**src/rtl/maze_mover.sv**
```systemverilog
// Grid mover: turns button rising edges into one-cell moves, looks the target
// cell up in an external wall map and holds off further input for a cooldown.
module maze_mover #(
  parameter logic [8:0]  MAX_X    = 9'd31,
  parameter logic [8:0]  MAX_Y    = 9'd31,
  parameter logic [23:0] COOLDOWN = 24'd2500000
) (
  input  logic        clk,
  input  logic        rstn,
  input  logic [1:0]  game_state,
  input  logic        btn_up,
  input  logic        btn_down,
  input  logic        btn_left,
  input  logic        btn_right,
  input  logic [8:0]  goal_x,
  input  logic [8:0]  goal_y,
  output logic        wall_rd,
  output logic [8:0]  wall_addr_x,
  output logic [8:0]  wall_addr_y,
  input  logic        wall_q,
  output logic [8:0]  pos_x,
  output logic [8:0]  pos_y,
  output logic        arrived,
  output logic        bump,
  output logic [15:0] move_cnt
);

  typedef enum logic [1:0] {IDLE, WAIT, COOL} state_t;

  state_t       state_reg, state_next;
  logic [23:0]  cool_cnt_reg, cool_cnt_next;
  logic [8:0]   pos_x_reg, pos_x_next, pos_y_reg, pos_y_next;
  logic [8:0]   addr_x_reg, addr_x_next, addr_y_reg, addr_y_next;
  logic [15:0]  move_cnt_reg, move_cnt_next;
  logic         arrived_reg, arrived_next;
  logic         bump_reg, bump_next;

  // Bit order {up, down, left, right}; bit 3 has the highest priority.
  logic [3:0]   btn_now, btn_lvl_reg, btn_prev_reg, edge_vec;
  logic [9:0]   tgt_x, tgt_y;
  logic         playing, accept, off_map;

  assign btn_now = {btn_up, btn_down, btn_left, btn_right};

  generate
    for (genvar gi = 0; gi < 4; gi++) begin : g_edge
      assign edge_vec[gi] = btn_lvl_reg[gi] & ~btn_prev_reg[gi];
    end
  endgenerate

  // Decrementing from 0 wraps to 10'h3FF, which the range check also rejects.
  always_comb begin
    tgt_x = {1'b0, pos_x_reg};
    tgt_y = {1'b0, pos_y_reg};
    if (edge_vec[3])      tgt_y = {1'b0, pos_y_reg} - 10'd1;
    else if (edge_vec[2]) tgt_y = {1'b0, pos_y_reg} + 10'd1;
    else if (edge_vec[1]) tgt_x = {1'b0, pos_x_reg} - 10'd1;
    else if (edge_vec[0]) tgt_x = {1'b0, pos_x_reg} + 10'd1;
    off_map = (tgt_x > {1'b0, MAX_X}) || (tgt_y > {1'b0, MAX_Y});
  end

  assign playing     = (game_state == 2'b10);
  assign accept      = (state_reg == IDLE) && playing && !arrived_reg && (|edge_vec);
  // The lookup is issued in the accepting cycle so wall_q lands in WAIT.
  assign wall_rd     = accept && !off_map;
  assign wall_addr_x = wall_rd ? tgt_x[8:0] : addr_x_reg;
  assign wall_addr_y = wall_rd ? tgt_y[8:0] : addr_y_reg;

  always_comb begin
    state_next    = state_reg;
    cool_cnt_next = cool_cnt_reg;
    pos_x_next    = pos_x_reg;
    pos_y_next    = pos_y_reg;
    addr_x_next   = addr_x_reg;
    addr_y_next   = addr_y_reg;
    move_cnt_next = move_cnt_reg;
    bump_next     = 1'b0;
    arrived_next  = game_state[1] && (pos_x_reg == goal_x) && (pos_y_reg == goal_y);
    if (game_state == 2'b01) begin
      state_next    = IDLE;
      cool_cnt_next = '0;
      pos_x_next    = 9'd1;
      pos_y_next    = 9'd1;
      move_cnt_next = '0;
      arrived_next  = 1'b0;
    end else begin
      case (state_reg)
        IDLE: begin
          if (accept) begin
            cool_cnt_next = '0;
            if (off_map) begin
              bump_next  = 1'b1;
              state_next = COOL;
            end else begin
              addr_x_next = tgt_x[8:0];
              addr_y_next = tgt_y[8:0];
              state_next  = WAIT;
            end
          end
        end
        WAIT: begin
          if (!playing) begin
            state_next = IDLE;
          end else begin
            state_next    = COOL;
            cool_cnt_next = '0;
            if (wall_q) begin
              bump_next = 1'b1;
            end else begin
              pos_x_next = addr_x_reg;
              pos_y_next = addr_y_reg;
              if (move_cnt_reg != 16'hFFFF) move_cnt_next = move_cnt_reg + 16'd1;
            end
          end
        end
        COOL: begin
          if (!playing || (cool_cnt_reg >= COOLDOWN - 24'd1)) begin
            state_next    = IDLE;
            cool_cnt_next = '0;
          end else begin
            cool_cnt_next = cool_cnt_reg + 24'd1;
          end
        end
        default: state_next = IDLE;
      endcase
    end
  end

  always_ff @(posedge clk or negedge rstn) begin
    if (!rstn) begin
      state_reg    <= IDLE;
      cool_cnt_reg <= '0;
      pos_x_reg    <= 9'd1;
      pos_y_reg    <= 9'd1;
      addr_x_reg   <= '0;
      addr_y_reg   <= '0;
      move_cnt_reg <= '0;
      arrived_reg  <= 1'b0;
      bump_reg     <= 1'b0;
      btn_lvl_reg  <= '0;
      btn_prev_reg <= '0;
    end else begin
      state_reg    <= state_next;
      cool_cnt_reg <= cool_cnt_next;
      pos_x_reg    <= pos_x_next;
      pos_y_reg    <= pos_y_next;
      addr_x_reg   <= addr_x_next;
      addr_y_reg   <= addr_y_next;
      move_cnt_reg <= move_cnt_next;
      arrived_reg  <= arrived_next;
      bump_reg     <= bump_next;
      btn_lvl_reg  <= btn_now;
      btn_prev_reg <= btn_lvl_reg;
    end
  end

  assign pos_x    = pos_x_reg;
  assign pos_y    = pos_y_reg;
  assign move_cnt = move_cnt_reg;
  assign arrived  = arrived_reg;
  assign bump     = bump_reg;

endmodule
```
**config.mk**
```make
export PLATFORM = sky130hd
export DESIGN_NAME = maze_mover
export DESIGN_NICKNAME = d
export VERILOG_FILES = /design/src/rtl/maze_mover.sv
export SDC_FILE = /design/constraint.sdc
export NUM_CORES = 1
export LEC_CHECK = 0
export CORE_MARGIN = 2
export CORE_UTILIZATION = 45
export DETAILED_ROUTE_END_ITERATION = 6
export PLACE_DENSITY = 0.67
export SYNTH_ARGS = -nofsm -noshare
export SYNTH_HDL_FRONTEND = slang
export SYNTH_SLANG_ARGS = --single-unit
```
**constraint.sdc**
```tcl
create_clock -name clk -period 3.9 [get_ports clk]
set_input_delay 0.78 -clock clk [delete_from_list [all_inputs] [get_ports clk]]
set_output_delay 0.78 -clock clk [all_outputs]
set_load 0.01 [all_outputs]
```
; ---- Yosys cells after proc, flatten, opt, wreduce, memory -nomap -nowiden
; Index checks and enable logic that the tools add are counted.
[totals]
ff_bits = 88
input_bits = 27
output_inout_bits = 55
wordCells = 102
[classes]
addsub = 6
order_cmp = 3
eq_ne = 11
n_mux = 39
n_bitwise = 10
n_reduce_logical = 22
[ops]
columns = op, count
row1 = $mux W24, 4
row2 = $mux W9, 10
row3 = $mux W16, 5
row4 = $pmux W24 S3, 1
row5 = $mux W10, 6
row6 = $add A24 B1 Y24 const B, 1
row7 = $ge A24 B22 Y1 const B, 1
row8 = $add A9 B1 Y10 const B, 2
row9 = $gt A10 B5 Y1 const B, 2
row10 = $sub A9 B1 Y10 const B, 2
row11 = $eq A9 B9 Y1, 2
row12 = $add A16 B1 Y16 const B, 1
row13 = $ne A16 B16 Y1 const B, 1
row14 = $mux W2, 5
row15 = $reduce_and A4 Y1, 2
row16 = $logic_and A1 B1 Y1, 6
row17 = $mux W1, 6
row18 = $ne A3 B3 Y1 const B, 2
row19 = $not A1 Y1, 6
row20 = $pmux W2 S3, 1
row21 = $reduce_and A3 Y1, 2
row22 = $reduce_bool A2 Y1, 3
row23 = $and A1 B1 Y1, 4
row24 = $eq A2 B1 Y1 const B, 2
row25 = 10 further kinds, 14

; ---- Longest topological paths before layout
[logic_depth]
ltp_word = 12
depth_mapped = 11
mapped_depth_nobuf = 9

; ---- Worst setup path before layout
; OpenSTA, ideal clock, no wires.
[synth_path]
path_type = flip-flop to output port
from = register pos_y_reg[0] (netlist: pos_y[0])
to = output port wall_addr_y[4]
t_arrival_ps = 2530
slack_ps = 590
path_stages_with_launch = 12
n_path_buf = 2
path_cell_list = dfstp_2 -> inv_1 -> ha_1 -> and3b_1 -> a211o_1 -> mux2i_1 -> o221ai_1 -> nor3_2 -> and4b_1 -> buf_6 -> buf_6 -> mux2_4
[synth_via]
elab_chain_len = 8
[synth_lines]
columns = item, line_no
row1 = start: declaration, 32  ; logic [8:0] pos_x_reg, pos_x_next, pos_y_reg, pos_y_next;
row2 = start signal: assignment, 146  ; pos_y_reg <= pos_y_next;
row3 = $add A9 B1 Y10, 56  ; else if (edge_vec[2]) tgt_y = {1'b0, pos_y_reg} + 10'd1;
row4 = $mux W10, 56
row5 = $mux W10 *, 55  ; if (edge_vec[3]) tgt_y = {1'b0, pos_y_reg} - 10'd1;
row6 = $gt A10 B5 Y1 *, 59  ; off_map = (tgt_x > {1'b0, MAX_X}) || (tgt_y > {1'b0, MAX_Y});
row7 = $logic_or A1 B1 Y1 *, 59
row8 = $logic_not A1 Y1 *, 65  ; assign wall_rd = accept && !off_map;
row9 = $logic_and A1 B1 Y1 *, 65
row10 = net wall_rd, 17  ; output logic wall_rd,
row11 = $mux W9 *, 67  ; assign wall_addr_y = wall_rd ? tgt_y[8:0] : addr_y_reg;
row12 = end: declaration, 19  ; output logic [8:0] wall_addr_y,
; Mark *: on every way through the listed nets, which the timed path passes. The rest lies on a longest branch.

; ---- Worst setup path after layout
[layout_path]
from = register pos_y_reg[0] (netlist: pos_y[0])
to = output port wall_addr_y[3]
[layout_via]
elab_chain_len = 8
[layout_lines]
columns = item, line_no
row1 = $add A9 B1 Y10, 56
row2 = $mux W10, 56
row3 = $mux W10 *, 55
row4 = $gt A10 B5 Y1, 59
row5 = $logic_or A1 B1 Y1, 59
row6 = $logic_not A1 Y1, 65
row7 = $logic_and A1 B1 Y1, 65
row8 = $mux W9 *, 67
; Every way passes the cells marked *; elsewhere a longest branch is shown, timed or not.

==> out/metrics.cfg <==
[outcome]
outcome=complete, but fails checks
failed_checks=negative setup slack

[power]
p_leak_nw=2.95
finalPower_mw=3.35
seqPwrFrac_pct=34.8
combinationalPowerShare_pct=36.5
pwr-share-clk_pct=28.7
intPower_mw=2.25
pwr_density_cell_nw_per_um2=507
vdd.ir_drop.worst_mv=0.321
sw_frac_of_total_pct=32.8
switching_power_mw=1.10

[floorplan]
die_y_um=110
start_util_pct=46.5
num_rows=38
die_w_um=110
ios=82
core_area_um2=10900
die_area_um2=12200

[timing]
postLayoutSetupSlackWorst_ps=-27.4
holdWs_ps=378
drv_slew=0
fin_skew_ps=8.23
hold_viol=0
fmax_mhz=255
finalCritPeriodShare_pct=101
finalSetupViolCount=5
tightestPinTransition_ps=857
min_period_ps=3930
max_slew_margin_pct=42.9
rsz0062_at_grt=yes

[synth]
syn_area_per_cell_um2=9.43
synth_cell_types=65
postSynthCellCount=539
synth-xor-area-share_pct=8.62
synth_area_um2=5080
muxShareOfSynthArea_pct=5.47
synth-simple-area-share_pct=25.1
synth_area_leaders=dfrtp_1 42%, xor2_1 5.0%, nand2_1 4.9%
synth_top_family_by_area=simple AND/OR/NAND/NOR gates
synth_fa_ha_area_share_pct=2.71
synth_top_area_share_pct=42.3
synth_compound_area_share_pct=10.8
syn_nets=577
yosysTopAreaCell=dfrtp_1
synth-edff-count=0
synth.yosys.seq_area_share_pct=43.4
async_flop_share_pct=100
synth_flop_cell=dfrtp_1
synth_seq_cells=88
yosys_warnings=0

[finish]
largest_register_ffs=24
antenna_cells=0
fin_nets=680
final_util_pct=60.4
layout-area-overhead-vs-synth_pct=30.0
stdcell_count=787
drive_gt1_share_pct=17.3

[grt]
grt_pass1_wl_um=21300
globalRouteTotalUtil_pct=22.6
grt_max_degree=68
antenna_found_initial=0
grt.overflow.total=0
grt_pass1_vias=4309

[clock_tree]
clkSinkCount=88
clock_path_buffers=2
cts_tree=built
worstSkewPairLatency_ps=340
cts_made_buffers=9
cts_root_buffer=clkbuf_16
cts.reportedPaths.clkPinSlew_ps=70
ctsHoldBuffers=0
h-tree-depth=3

[detailed_routing]
postRouteAntennaNets=0
dr.pass1.iters=5
via_count=4345
routedWlPerCell_um=16.5
drt_wl_total_um=13000
dr.first_iter.drc_count=182
drc=0
post_drt_via_cell_ratio=5.52

[place]
dpl.hpwl_um=9230
gp_congestion=0.862
io_buffers=81
post-place-ws_ps=-9.19
dp_cells=763

[setup_path]
crit_top_cell=buf_6
r2r_start=pos_y[0]
critPathMaxFanout=8
ff2ff_setup_slack_ps=1040
crit_arrival_ps=3150
crit_path_end_kind=primary output
crit_slowest_cell=dfstp_2
cp.required_ps=3120
worstSetupPathType=flip-flop to primary output
crit_chain=inv_2 > ha_2 > and3b_2 > a211o_1 > mux2i_1 > o221ai_2 > nor3_2 > and4b_2 > buf_12 > buf_6 > mux2_4 > buf_6
slowest_delay_ps=580
r2r_end=addr_x_reg[3]
reg2regPathDepth=11
startpoint_type=flip-flop

[min_path]
hold_path.class=flip-flop to flip-flop
whs_endpoint=btn_prev_reg[0]
whs_path_depth=0
hold_start=btn_lvl_reg[0]

[job]
max-cap-violations=0

[worst max-delay path, delay by kind of cell (launching register included)]
family / cells / cell delay (ps)
AND/OR/NAND/NOR: 3 / 710
flip-flops: 1 / 580
AO/OA/AOI/OAI: 2 / 450
buffers and inverters: 4 / 420
multiplexers: 2 / 490
adder cells (fa/ha/maj): 1 / 150
[cells in the final DEF, fill, tap and decap left out, types with 3 or more instances in the layout]
cell type / count
mux2i_1: 3
o21ai_0: 38
nand3_1: 14
a21oi_1: 13
dfrtp_1: 85
a31oi_1: 8
nor2_1: 38
nand2b_1: 8
or3_1: 5
nor4_1: 8
inv_1: 15
dlygate4sd2_1: 5
clkdlybuf4s50_1: 61
mux2_4: 8
clkbuf_16: 9
ha_1: 9
mux2_2: 13
nor2b_1: 16
buf_6: 8
clkbuf_2: 3
and2_1: 13
o31ai_1: 3
nand3b_1: 3
nor3_1: 11
nand4_1: 17
buf_4: 35
and3_1: 9
a211o_1: 3
xnor2_1: 21
and4_1: 8
nand2_1: 66
clkdlybuf4s15_1: 3
xor2_1: 29
[stage by stage]
step | setup TNS (ps) | area (um^2)
6_report | -110 | 6610
5_1_grt | -1510 | 6610
4_1_cts | -513 | 6540
3_5_place_dp | -26.0 | 6160
3_3_place_gp | 0 | 6160
2_1_floorplan | 0 | 5080
[kinds of logic after synthesis]
| group | count (synthesis) |
|---|---|
| buf+inv | 42 |
| compound gates | 87 |
| fa+ha+maj | 11 |
| xor+xnor | 50 |
| simple gates | 237 |
| flops | 88 |
| mux | 24 |
[Yosys cell counts (10+ instances only)]
cell type,count
nor3_1,11
ha_1,11
clkbuf_1,13
inv_1,16
xnor2_1,21
nor2b_1,16
nand2_1,66
nor2_1,38
mux2_2,18
dfrtp_1,86
o21ai_0,38
a21oi_1,13
and2_1,13
nand4_1,17
nand3_1,14
xor2_1,29
nor4_1,10
[what timing repair did]
| item | 4_1_cts | 5_1_grt |
|---|---|---|
| endpoints found under the hold margin | 0 | 0 |
| endpoints found under the setup margin | 19 | 16 |
| setup buffers | 6 | 3 |
| pin swaps | 1 | 6 |
| gates resized for setup | 25 | 49 |
[final cells by class]
cell class | instances | area [um^2]
clock inverters | 5 | 78.8
clock buffers | 11 | 253
repair buffers | 118 | 1090
well taps | 140 | 175
inverters | 16 | 60.1
multi-input cells | 409 | 2750
flip-flops and latches | 88 | 2210
fillers | 952 | 4330
[worst max path at each step]
| stage | start | to | slack (ps) | depth (start not counted) |
|---|---|---|---|---|
| after floorplan | pos_y[0] | wall_addr_y[4] | 590 | 11 |
| after global placement | game_state[0] | wall_addr_y[1] | 30 | 9 |
| after detailed placement | game_state[0] | wall_addr_y[0] | -9 | 9 |
| after CTS | pos_y[0] | wall_addr_y[3] | -90 | 12 |
| after global routing | pos_y[0] | wall_addr_y[3] | -140 | 12 |
| final | pos_y[0] | wall_addr_y[3] | -30 | 12 |
[power by group through the flow]
stage	combinational, mW	clock, mW	sequential, mW
6_report	1.22	0.961	1.17
5_1_grt	1.33	1.01	1.19
4_1_cts	1.15	0.973	1.16
3_5_place_dp	1.15	0	1.17
3_3_place_gp	1.13	0	1.17
2_1_floorplan	0.648	0	1.17
[routing by layer]
layer	up-vias	GRT usage (%)	part of all wire, %
met2	109	35.4	47
met1	2123	32.2	47
li1	2101	-	-
met5	-	0	0
met4	0	7.14	1.1
met3	12	3.82	4.2
(Power assumes the default switching activity.)
